==> config.mk <==
export PLATFORM = sky130hd
export DESIGN_NAME = mul8_acc_stage_flat
export DESIGN_NICKNAME = d
export VERILOG_FILES = /design/src/rtl/mul8_pkg.sv /design/src/rtl/mul8_acc_stage_if.sv /design/src/rtl/mul8_acc_oreg.sv /design/src/rtl/mul8_acc_stage.sv /design/src/flat_wrapper.sv
export SDC_FILE = /design/constraint.sdc
export NUM_CORES = 1
export LEC_CHECK = 0
export CAP_MARGIN = 20
export CORE_UTILIZATION = 44
export DETAILED_ROUTE_END_ITERATION = 8
export PLACE_DENSITY = 0.77
export SLEW_MARGIN = 20
export SYNTH_ARGS = -nofsm -noshare
export SYNTH_HDL_FRONTEND = slang
export SYNTH_SLANG_ARGS = --single-unit
==> constraint.sdc <==
create_clock -name clk_i -period 3.6 [get_ports clk_i]
set_input_delay 0.72 -clock clk_i [delete_from_list [all_inputs] [get_ports clk_i]]
set_output_delay 0.72 -clock clk_i [all_outputs]
set_load 0.02 [all_outputs]
==> src/rtl/mul8_pkg.sv <==
// Shared types for the multiplier back end: product width, product type and
// the accumulator state encoding.
package mul8_pkg;

    localparam int P_W = 16;

    typedef logic [P_W-1:0] prod_t;

    typedef enum logic {
        IDLE = 1'b0,
        ACC  = 1'b1
    } state_t;

endpackage

==> src/rtl/mul8_acc_stage_if.sv <==
// Product input stream and sum output stream of the accumulator stage.
interface mul8_acc_stage_if #(
    parameter int LEN = 16
);
    import mul8_pkg::*;

    localparam int ACC_W = P_W + $clog2(LEN);
    localparam int CNT_W = $clog2(LEN + 1);

    prod_t              p;
    logic               p_valid;
    logic               p_last;
    logic               p_ready;
    logic [ACC_W-1:0]   s;
    logic [CNT_W-1:0]   s_cnt;
    logic               s_valid;
    logic               s_ready;

    // Upstream/downstream side: drives products, consumes sums.
    modport master (
        output p, p_valid, p_last, s_ready,
        input  p_ready, s, s_cnt, s_valid
    );

    // Accumulator side.
    modport slave (
        input  p, p_valid, p_last, s_ready,
        output p_ready, s, s_cnt, s_valid
    );

endinterface

==> src/rtl/mul8_acc_oreg.sv <==
// Output register of the accumulator: captures a finished sum and holds it
// until the downstream side takes it.
module mul8_acc_oreg #(
    parameter int ACC_W = 20,
    parameter int CNT_W = 5
) (
    input  logic             clk_i,
    input  logic             rst_i,
    input  logic             load_i,
    input  logic [ACC_W-1:0] s_d_i,
    input  logic [CNT_W-1:0] cnt_d_i,
    input  logic             s_ready_i,
    output logic [ACC_W-1:0] s_o,
    output logic [CNT_W-1:0] s_cnt_o,
    output logic             s_valid_o
);

    logic [ACC_W-1:0] s_q;
    logic [CNT_W-1:0] s_cnt_q;
    logic             s_valid_q;

    // NOTE: state uses non-blocking assignments so every register samples pre-edge values.
    always_ff @(posedge clk_i) begin
        if (rst_i) begin
            s_q       <= '0;
            s_cnt_q   <= '0;
            s_valid_q <= 1'b0;
        end else if (load_i) begin
            // A reload in the same cycle as a pop keeps the output full.
            s_q       <= s_d_i;
            s_cnt_q   <= cnt_d_i;
            s_valid_q <= 1'b1;
        end else if (s_ready_i) begin
            s_valid_q <= 1'b0;
        end
    end

    assign s_o       = s_q;
    assign s_cnt_o   = s_cnt_q;
    assign s_valid_o = s_valid_q;

endmodule

==> src/rtl/mul8_acc_stage.sv <==
// Streaming accumulator behind the 8x8 multipliers: sums up to LEN products
// per vector and emits sum plus product count on a registered valid/ready port.
module mul8_acc_stage
    import mul8_pkg::*;
#(
    parameter int LEN = 16
) (
    input  logic             clk_i,
    input  logic             rst_i,
    mul8_acc_stage_if.slave  bus
);

    localparam int ACC_W = P_W + $clog2(LEN);
    localparam int CNT_W = $clog2(LEN + 1);

    state_t           state_q;
    logic [ACC_W-1:0] acc_q;
    logic [CNT_W-1:0] cnt_q;

    logic             s_valid;
    logic             p_ready;
    logic             accept;
    logic             term;
    logic [ACC_W-1:0] sum_d;
    logic [CNT_W-1:0] cnt_d;

    assign p_ready = !s_valid || bus.s_ready;
    assign accept  = bus.p_valid && p_ready;
    assign term    = bus.p_last || (cnt_q == CNT_W'(LEN - 1));
    // The first beat of a vector starts a fresh sum regardless of acc_q.
    assign sum_d   = ((state_q == IDLE) ? '0 : acc_q) + ACC_W'(bus.p);
    assign cnt_d   = cnt_q + CNT_W'(1);

    always_ff @(posedge clk_i) begin
        if (rst_i) begin
            state_q <= IDLE;
            acc_q   <= '0;
            cnt_q   <= '0;
        end else if (accept) begin
            if (term) begin
                state_q <= IDLE;
                acc_q   <= '0;
                cnt_q   <= '0;
            end else begin
                state_q <= ACC;
                acc_q   <= sum_d;
                cnt_q   <= cnt_d;
            end
        end
    end

    mul8_acc_oreg #(
        .ACC_W (ACC_W),
        .CNT_W (CNT_W)
    ) u_oreg (
        .clk_i     (clk_i),
        .rst_i     (rst_i),
        .load_i    (accept && term),
        .s_d_i     (sum_d),
        .cnt_d_i   (cnt_d),
        .s_ready_i (bus.s_ready),
        .s_o       (bus.s),
        .s_cnt_o   (bus.s_cnt),
        .s_valid_o (s_valid)
    );

    assign bus.s_valid = s_valid;
    assign bus.p_ready = p_ready;

endmodule

==> src/flat_wrapper.sv <==
// flat-port wrapper written by rule: the top's interface ports become plain ports
module mul8_acc_stage_flat import mul8_pkg::*;
#(
    parameter int LEN = 16
)
  (clk_i, rst_i, bus_p, bus_p_valid, bus_p_last, bus_s_ready, bus_p_ready, bus_s, bus_s_cnt, bus_s_valid);
  mul8_acc_stage_if #(.LEN(LEN)) bus_i ();
  input  logic clk_i;
  input  logic rst_i;
  input wire logic [$bits(bus_i.p)-1:0] bus_p;
  input wire logic [$bits(bus_i.p_valid)-1:0] bus_p_valid;
  input wire logic [$bits(bus_i.p_last)-1:0] bus_p_last;
  input wire logic [$bits(bus_i.s_ready)-1:0] bus_s_ready;
  output wire logic [$bits(bus_i.p_ready)-1:0] bus_p_ready;
  output wire logic [$bits(bus_i.s)-1:0] bus_s;
  output wire logic [$bits(bus_i.s_cnt)-1:0] bus_s_cnt;
  output wire logic [$bits(bus_i.s_valid)-1:0] bus_s_valid;
  assign bus_i.p = bus_p;
  assign bus_i.p_valid = bus_p_valid;
  assign bus_i.p_last = bus_p_last;
  assign bus_i.s_ready = bus_s_ready;
  assign bus_p_ready = bus_i.p_ready;
  assign bus_s = bus_i.s;
  assign bus_s_cnt = bus_i.s_cnt;
  assign bus_s_valid = bus_i.s_valid;
  mul8_acc_stage #(.LEN(LEN)) u_core (.clk_i(clk_i), .rst_i(rst_i), .bus(bus_i));
endmodule
==> metrics.cfg, run 1 <==
[sta]
hold_ws_ns=0.457
slew_headroom_pct=44.1
rsz0062_at_grt=no
fin_ws_ns=0.676
fin_crit_sh_pct=81.2
finalSetupTns_ns=0
worstMarginPinSlew_ns=0.839
finalSetupViolCount=0
finalMaxSlewViolations=0
hold_violations=0
period_needed_ns=2.92
max_freq_ghz=0.342
clock_skew_ns=0.00997

[synthesis]
synth_ff_type=dfxtp_1
syn_nets=383
yosysTopAreaCellShare_pct=35.4
synthCells=343
synth_area_leaders=dfxtp_1 35%, ha_1 7.7%, nand2_1 6.0%, a21oi_1 5.1%, nor2_1 4.7%
yosys.area.top_type=dfxtp_1
synth_area_per_cell_um2=8.58
netlist_area_mm2=0.00294
yosysMostFrequentCell=dfxtp_1
async_reset_ff_share_pct=0
synth_edf_count=0
ys_warn_count=0
synth_cell_type_count=62
yosys_register_bits=52
netlist_top_cells_count=52 x dfxtp_1, 47 x nand2_1, 37 x nor2_1
ys_seq_area_share_pct=35.4

[grt]
grt_pass1_vias=2499
grt_pass1_wl_mm=11.5
grt-ovfl-total=0
antenna_found_initial=0
grt.busiest_layer=met2
grt_use_met1_pct=25.1
grt_usage_pct=19.8
grt_max_degree=35
met2_usage_pct=33.8
grt_use_met3_pct=3.56

[floorplanning]
die-area_mm2=0.00702
coreArea_mm2=0.00639
die_h_um=83.8
io_pins=48
fp.dieW_um=83.8
rows=29
initial_core_util_pct=46.1

[finish]
area_growth_syn_to_layout_pct=20.4
nets=425
diodes=0
drive_gt1_share_pct=9.33

[power_and_ir_drop]
clock_power_share_pct=29.6
p_switching_w=0.000341
power_density_mw_per_mm2=334
total_leakage_power_nw=1.39
max-vdd-ir-drop_mv=0.189
power_frac_seq_pct=52.2
power_switching_share_pct=28.9
internal_power_w=0.000839
p_comb_share_pct=18.2

[detailed_routing]
wl_per_cell_um=14.5
route.detailed.drc=0
vias=2591
viasPerCell=5.60
ant_nets=0
drtIter0Drc=97
routed_wl_mm=6.70
first_pass_iters=5

[outcome]
status=complete, no violations

[worst_setup_path]
critPathTopFamily=compound AO/OA/AOI/OAI gates
path_cells=and2_1 > ha_1 > fa_1 > a21o_1 > a221oi_2 > o31a_2 > o31ai_4 > nand4_2 > xnor2_1 > a211oi_1
worst_path_largest_cell_delay_ns=0.71
end_kind=register
path_class=reg -> reg
worstPathArrival_ns=3.16
slowest_stage=dfxtp_1
cp-start-kind=register
critPathRequiredTime_ns=3.83
critical_path_buf_inv_count=0
critPathMaxFanout=18

[clock_tree]
cts_resized=0
cts_root_buffer=clkbuf_8
cts_tree=done
clkTransAtPathRegs_ns=0.10
postCtsSetupBuffers=0
cts_buffers=5
numClockSinks=52
holdBufCountCts=0
clkLatencyLatePin_ns=0.31
htreeDepth=2
cts_buffer_depth=2

[place]
port_buffers=47
dp_hpwl_mm=4.84
pre_cts_ws_ns=0.392
place_congestion=0.865

[hold_path]
hold_class=reg -> reg

[flow_run]
cap_violations=0

==> routing by layer <==
metal / part of all wire [%] / routed length (um)
met5: 0 / 0
met3: 4.9 / 327
met2: 49 / 3270
met4: 0.75 / 50
met1: 46 / 3050
==> power groups by stage <==
stage / sequential (W) / combinational, W / clock (W)
detailed placement: 0.000631 / 0.000215 / 0
finish: 0.000617 / 0.000215 / 0.000349
CTS: 0.000617 / 0.000216 / 0.000361
floorplan: 0.000642 / 0.000122 / 0
global route: 0.000621 / 0.000235 / 0.000382
global placement: 0.000630 / 0.000212 / 0
==> tightest hold or removal path, stage by stage (launching register included) <==
cell and delay, ns:
dfxtp_1 0.32, nand2_1 0.05, a21oi_1 0.05
==> flip-flops by register name, summed over array words and instances (netlist names) <==
| register | cells |
|---|---|
| u_core.u_oreg.s_o | 20 |
| u_core.state_q | 1 |
| u_core.u_oreg.s_cnt_o | 5 |
| u_core.cnt_q | 5 |
| u_core.acc_q | 20 |
| u_core.u_oreg.s_valid_o | 1 |
==> metrics by stage <==
stage | area (um2) | total power [W] | util (%) | instances
3_5_place_dp | 3450 | 0.000845 | 54.0 | 455
2_1_floorplan | 2940 | 0.000764 | - | 343
6_report | 3540 | 0.00118 | 55.4 | 463
5_1_grt | 3540 | 0.00124 | 55.4 | 463
4_1_cts | 3540 | 0.00119 | 55.4 | 463
3_3_place_gp | 3450 | 0.000841 | 54.0 | 455
==> cell usage in the layout (no fill, tap or decap), drive strengths merged, types with 3 or more instances in the layout <==
master / Yosys / layout
inv: 3 / 4
ha: 18 / 18
a21oi: 30 / 30
o22ai: 4 / 4
dfxtp: 52 / 52
a22o: 8 / 8
xnor2: 14 / 14
nor2: 37 / 37
nor3: 6 / 6
nand3b: 3 / 3
nand2: 47 / 47
a22oi: 9 / 9
xor2: 4 / 4
clkdlybuf4s50: 0 / 46
a21o: 3 / 3
o21ai: 8 / 8
or4: 3 / 3
nor4: 3 / 3
a211oi: 6 / 6
clkbuf: 13 / 5
buf: 4 / 8
and3: 3 / 3
o21a: 3 / 3
nor3b: 4 / 4
nand3: 7 / 7
and2: 17 / 17
==> cells by family after synthesis <==
| family | synth area share, % |
|---|---|
| and+or+nand+nor | 23.3 |
| AOI/OAI and AO/OA | 23.1 |
| DFF | 35.4 |
| buffers and inverters | 4.21 |
| adders and majority gates | 8.34 |
| xor gates and xnor gates | 5.36 |
| muxes | 0.340 |
==> final timing paths <==
path | start | to | slack, ns | cells after the start
setup / recovery | u_core.state_q | u_core.u_oreg.s_o[18] | 0.68 | 10
hold reg to reg | u_core.u_oreg.s_o[4] | u_core.u_oreg.s_o[4] | 0.46 | 2
setup reg to reg | u_core.state_q | u_core.u_oreg.s_o[18] | 0.68 | 10
hold / removal | u_core.u_oreg.s_o[4] | u_core.u_oreg.s_o[4] | 0.46 | 2
==> cell type report <==
class                           instances  area (um2)
Tap cell                               77        96.3
Sequential cell                        52        1040
Fill cell                             614        2850
Clock buffer                            5        68.8
Clock inverter                          3        26.3
Multi-Input combinational cell        269        1780
Timing Repair Buffer                   54         518
Inverter                                3        11.3
Power figures use the tool's default switching activity.
==> inputs of run 2 (changes only) <==
==> constraint.sdc (replaced) <==
create_clock -name clk_i -period 2.8 [get_ports clk_i]
set_input_delay 0.56 -clock clk_i [delete_from_list [all_inputs] [get_ports clk_i]]
set_output_delay 0.56 -clock clk_i [all_outputs]
set_load 0.02 [all_outputs]
==> metrics.cfg, run 2 (synthesis results as in run 1) <==
[worst_setup_path]
end_kind=register
critPathRequiredTime_ns=3.01  ; -0.82 ns
worstPathArrival_ns=2.88  ; -0.28 ns
cp-start-kind=input port
critPathMaxFanout=5  ; -13
path_class=in -> reg
regToRegSetupSlack_ns=0.21  ; -0.47 ns
reg2regPathDepth=10  ; unchanged

[detailed_routing]
ant_nets=0  ; unchanged
routed_wl_mm=6.75  ; +0.70%
first_pass_iters=5  ; unchanged
vias=2691  ; +3.9%
viasPerCell=5.51  ; -1.5%
drtIter0Drc=114  ; +18%
wl_per_cell_um=13.8  ; -4.5%
route.detailed.drc=0  ; unchanged

[grt]
grt_usage_pct=20.3  ; +0.53 points
grt_max_degree=29  ; -17%
grt_pass1_wl_mm=11.7  ; +2.5%
grt_pass1_vias=2577  ; +3.1%
grt-ovfl-total=0  ; unchanged
antenna_found_initial=0  ; unchanged

[sta]
finalSetupTns_ns=0  ; unchanged
finalSetupViolCount=0  ; unchanged
rsz0062_at_grt=no
clock_skew_ns=0.0119  ; +0.00198 ns
fin_ws_ns=0.127  ; -0.550 ns
max_freq_ghz=0.374
hold_violations=0  ; unchanged
finalMaxSlewViolations=0  ; unchanged
worstMarginPinSlew_ns=0.801  ; -0.0377 ns
period_needed_ns=2.67
fin_crit_sh_pct=95.5
slew_headroom_pct=46.4  ; +2.3 points

[floorplanning]
rows=29  ; unchanged
initial_core_util_pct=46.1  ; unchanged
die-area_mm2=0.00702  ; unchanged
die_h_um=83.8  ; unchanged
coreArea_mm2=0.00639  ; unchanged
fp.dieW_um=83.8  ; unchanged
io_pins=48  ; unchanged

[power_and_ir_drop]
total_leakage_power_nw=1.51  ; +8.1%
power_density_mw_per_mm2=417  ; +25%
max-vdd-ir-drop_mv=0.277  ; +47%

[place]
port_buffers=47  ; unchanged
place_congestion=0.913  ; +5.6%
pre_cts_ws_ns=-0.207  ; -0.599 ns
dp_hpwl_mm=5.10  ; +5.5%

[flow_run]
cap_violations=0  ; unchanged

[finish]
final_core_util_pct=58.5  ; +3.1 points
diodes=0  ; unchanged
drive_gt1_share_pct=15.1  ; +5.8 points
nets=450  ; +5.9%
layout_common_cells=51 x dfxtp_1, 47 x nand2_1, 47 x clkdlybuf4s50_1, 36 x nor2_1, 32 x buf_4
layout_commonest_cell=dfxtp_1
area_growth_syn_to_layout_pct=27.0

[clock_tree]
cts_buffer_depth=2  ; unchanged
numClockSinks=52  ; unchanged
holdBufCountCts=0  ; unchanged
clkLatencyLatePin_ns=0.32  ; about the same
htreeDepth=2  ; unchanged
cts_buffers=5  ; unchanged
cts_root_buffer=clkbuf_8
clkTransAtPathRegs_ns=0.09  ; about the same
cts_tree=done

[hold_path]
hold_class=reg -> reg
hold_depth=2  ; unchanged

[outcome]
status=complete, no violations

run 2: cell count changes in the layout (fill, tap and decap cells not counted), sizes merged:
cell and delta:
buf +24, clkdlybuf4s50 +1, clkinv -2, clkinvlp +1, inv +1
run 2: power by group:
group	internal [W]	switching (W)	total [W]
Combinational	0.000147	0.000158	0.000304
Clock	0.000183	0.000278	0.000461
Sequential	0.000772	0.0000193	0.000791
Total	0.00110	0.000455	0.00156
run 2: layout make-up:
type	count	area (um2)
clock buffer	5	68.8
clock inverter	3	25.0
fill	582	2650
inverter	3	11.3
multi-input combinational	269	1780
sequential	52	1040
tap	77	96.3
timing repair buffer	79	711
run 2: worst max-delay path: stages:
cell	delay [ns]
clkdlybuf4s50_1	0.47
ha_1	0.31
a21oi_1	0.08
nor2_1	0.22
o211a_4	0.21
o21ai_2	0.06
o21a_4	0.21
or4_4	0.48
a311oi_2	0.29
run 2: final timing paths:
path / start / end
max reg2reg: u_core.state_q / u_core.u_oreg.s_o[18]
max: bus_p[1] / u_core.u_oreg.s_o[19]
min: u_core.u_oreg.s_o[16] / u_core.u_oreg.s_o[16]
min reg2reg: u_core.u_oreg.s_o[16] / u_core.u_oreg.s_o[16]
run 2: repair_timing:
action / 4_1_cts / 5_1_grt
setup endpoints to repair: 0 / 6
hold endpoints to repair: 0 / 0
buffers inserted: 0 / 0
resized for setup: 0 / 2
run 2: metrics by stage:
step | cell area (um2) | hold slack [ns] | power (W) | instances
after floorplan | 2940 | 0.441 | 0.000983 | 343
final | 3740 | 0.460 | 0.00156 | 488
after global routing | 3740 | 0.479 | 0.00163 | 488
after global placement | 3640 | 0.442 | 0.00111 | 480
after detailed placement | 3640 | 0.448 | 0.00111 | 480
after CTS | 3730 | 0.464 | 0.00158 | 488
run 2: layer usage:
metal | vias to the layer above | track usage (%) | wire [um]
met2 | 58 | 35.7 | 3340
met1 | 1261 | 25.4 | 3060
li1 | 1362 | - | -
met5 | - | 0 | 0
met4 | 0 | 6.32 | 95
met3 | 10 | 3.26 | 246
==> inputs of run 3 (changes only) <==
--- a/config.mk
+++ b/config.mk
@@ -7,8 +7,11 @@
 export LEC_CHECK = 0
 export CAP_MARGIN = 20
 export CORE_UTILIZATION = 44
+export CTS_CLUSTER_SIZE = 10
 export DETAILED_ROUTE_END_ITERATION = 8
+export MAX_ROUTING_LAYER = met4
 export PLACE_DENSITY = 0.77
+export REMOVE_ABC_BUFFERS = 1
 export SLEW_MARGIN = 20
 export SYNTH_ARGS = -nofsm -noshare
 export SYNTH_HDL_FRONTEND = slang
==> metrics.cfg, run 3 (synthesis results as in run 1) <==
[finish]
fin_cells=485  ; -0.61%
nets=447  ; -0.67%
layout_commonest_cell=dfxtp_1
drive_gt1_share_pct=14.7  ; -0.38 points
area_growth_syn_to_layout_pct=26.1
fin_area_mm2=0.00371  ; -0.70%
diodes=0  ; unchanged
layout_common_cells=52 x dfxtp_1, 46 x nand2_1, 46 x clkdlybuf4s50_1, 36 x nor2_1, 30 x a21oi_1

[place]
dp.cells=477  ; -0.63%
dp_hpwl_mm=5.23  ; +2.5%
place_congestion=0.920  ; +0.70%
port_buffers=47  ; unchanged
pre_cts_ws_ns=-0.256  ; -0.0486 ns
dpl_cell_area_mm2=0.00361  ; -0.76%

[grt]
antenna_found_initial=0  ; unchanged
grt-ovfl-total=0  ; unchanged
grt_max_degree=20  ; -31%
grt_usage_pct=20.5  ; +0.20 points
grt_pass1_vias=2529  ; -1.9%
grt_pass1_wl_mm=11.5  ; -1.8%

[worst_setup_path]
end_kind=register
path_class=in -> reg
r2r_start=u_core.state_q
worstPathArrival_ns=2.92  ; +0.04 ns
critPathMaxFanout=4  ; -1
critPathRequiredTime_ns=3.02  ; about the same
reg2regPathDepth=10  ; unchanged
r2r_end=u_core.u_oreg.s_o[18]
cp-start-kind=input port
regToRegSetupSlack_ns=0.18  ; -0.03 ns

[hold_path]
hold_end=u_core.u_oreg.s_o[2]
hold_class=reg -> reg
min-delay-start=u_core.u_oreg.s_o[2]
hold_depth=2  ; unchanged

[sta]
hold_violations=0  ; unchanged
finalSetupViolCount=0  ; unchanged
hold_ws_ns=0.458  ; -0.00225 ns
finalMaxSlewViolations=0  ; unchanged
slew_headroom_pct=70.8  ; +24 points
fin_ws_ns=0.104  ; -0.0229 ns
max_freq_ghz=0.371  ; -0.85%
rsz0062_at_grt=yes
clock_skew_ns=0.00765  ; -0.00429 ns
period_needed_ns=2.70  ; +0.0229 ns
worstMarginPinSlew_ns=0.439  ; -0.363 ns
fin_crit_sh_pct=96.3  ; +0.82 points

[power_and_ir_drop]
max-vdd-ir-drop_mv=0.417  ; +50%
total_leakage_power_nw=1.49  ; -0.98%
power_density_mw_per_mm2=417  ; +0.17%

[flow_run]
cap_violations=0  ; unchanged

[detailed_routing]
ant_nets=0  ; unchanged
vias=2667  ; -0.89%
first_pass_iters=4  ; -1
viasPerCell=5.50  ; -0.28%
route.detailed.drc=0  ; unchanged
wl_per_cell_um=14.3  ; +3.7%
drtIter0Drc=102  ; -11%
routed_wl_mm=6.96  ; +3.1%

[clock_tree]
clkTransAtPathRegs_ns=0.10  ; about the same
holdBufCountCts=0  ; unchanged
numClockSinks=52  ; unchanged
postCtsSetupBuffers=0  ; unchanged
cts_buffer_depth=2  ; unchanged
clkLatencyLatePin_ns=0.31  ; about the same
cts_resized=0  ; unchanged
cts_root_buffer=clkbuf_8
cts_tree=done
htreeDepth=2  ; unchanged
cts_buffers=5  ; unchanged

[floorplanning]
coreArea_mm2=0.00639  ; unchanged
initial_core_util_pct=46.1  ; unchanged
rows=29  ; unchanged
io_pins=48  ; unchanged
die_h_um=83.8  ; unchanged
fp.dieW_um=83.8  ; unchanged
die-area_mm2=0.00702  ; unchanged

[outcome]
status=complete, no violations

-- run 3: cell count changes in the layout (fill, tap and decap cells not counted) --
cell,before,now
buf_2,0,1
buf_4,32,29
clkdlybuf4s50_1,47,46
dfxtp_1,51,52
dfxtp_2,1,0
nand2_1,47,46
nand2_2,0,1
-- run 3: area by class of cell --
| type | instances | area (um2) |
|---|---|---|
| clock inverter | 3 | 25.0 |
| timing repair buffer | 76 | 683 |
| fill | 609 | 2680 |
| clock buffer | 5 | 68.8 |
| tap | 77 | 96.3 |
| sequential | 52 | 1040 |
| inverter | 3 | 11.3 |
| multi-input combinational | 269 | 1780 |
-- run 3: power by group --
group	total, W	switching, W	internal, W
clock	0.000454	0.000271	0.000183
sequential	0.000790	0.0000185	0.000772
combinational	0.000305	0.000161	0.000144
total	0.00155	0.000450	0.00110
-- run 3: worst max path at each step --
stage               slack [ns]  cells past startpoint                     to            from
finish                    0.10                     10  u_core.u_oreg.s_o[18]        bus_p[0]
floorplan                 0.11                     10  u_core.u_oreg.s_o[18]  u_core.state_q
detailed placement       -0.26                     10       u_core.acc_q[18]        bus_p[0]
global placement         -0.17                     10  u_core.u_oreg.s_o[18]        bus_p[0]
global route             0.002                     10  u_core.u_oreg.s_o[18]        bus_p[0]
CTS                       0.06                     10  u_core.u_oreg.s_o[18]        bus_p[0]
-- run 3: routing by layer --
metal	vias to the layer above	share of wire [%]	global-route usage [%]
met1	1238	46	24.7
met3	8	3.6	2.97
met2	61	50	35.7
met5	-	0	-
met4	0	1.3	5.70
li1	1360	-	-
-- run 3: per-stage QoR --
step	setup TNS, ns	util [%]	total power (W)
floorplan	0	-	0.000962
global placement	-1.67	56.5	0.00110
detailed placement	-2.59	56.5	0.00111
CTS	0	58.0	0.00157
global route	0	58.1	0.00163
finish	0	58.1	0.00155
-- run 3: worst max-delay path: stages --
cell and delay [ns]:
clkdlybuf4s50_1 0.47, ha_1 0.19, fa_2 0.22, a21o_1 0.15
a221oi_2 0.08, o31a_2 0.39, o31ai_4 0.27, nand4_2 0.19
xnor2_1 0.16, a211oi_1 0.24
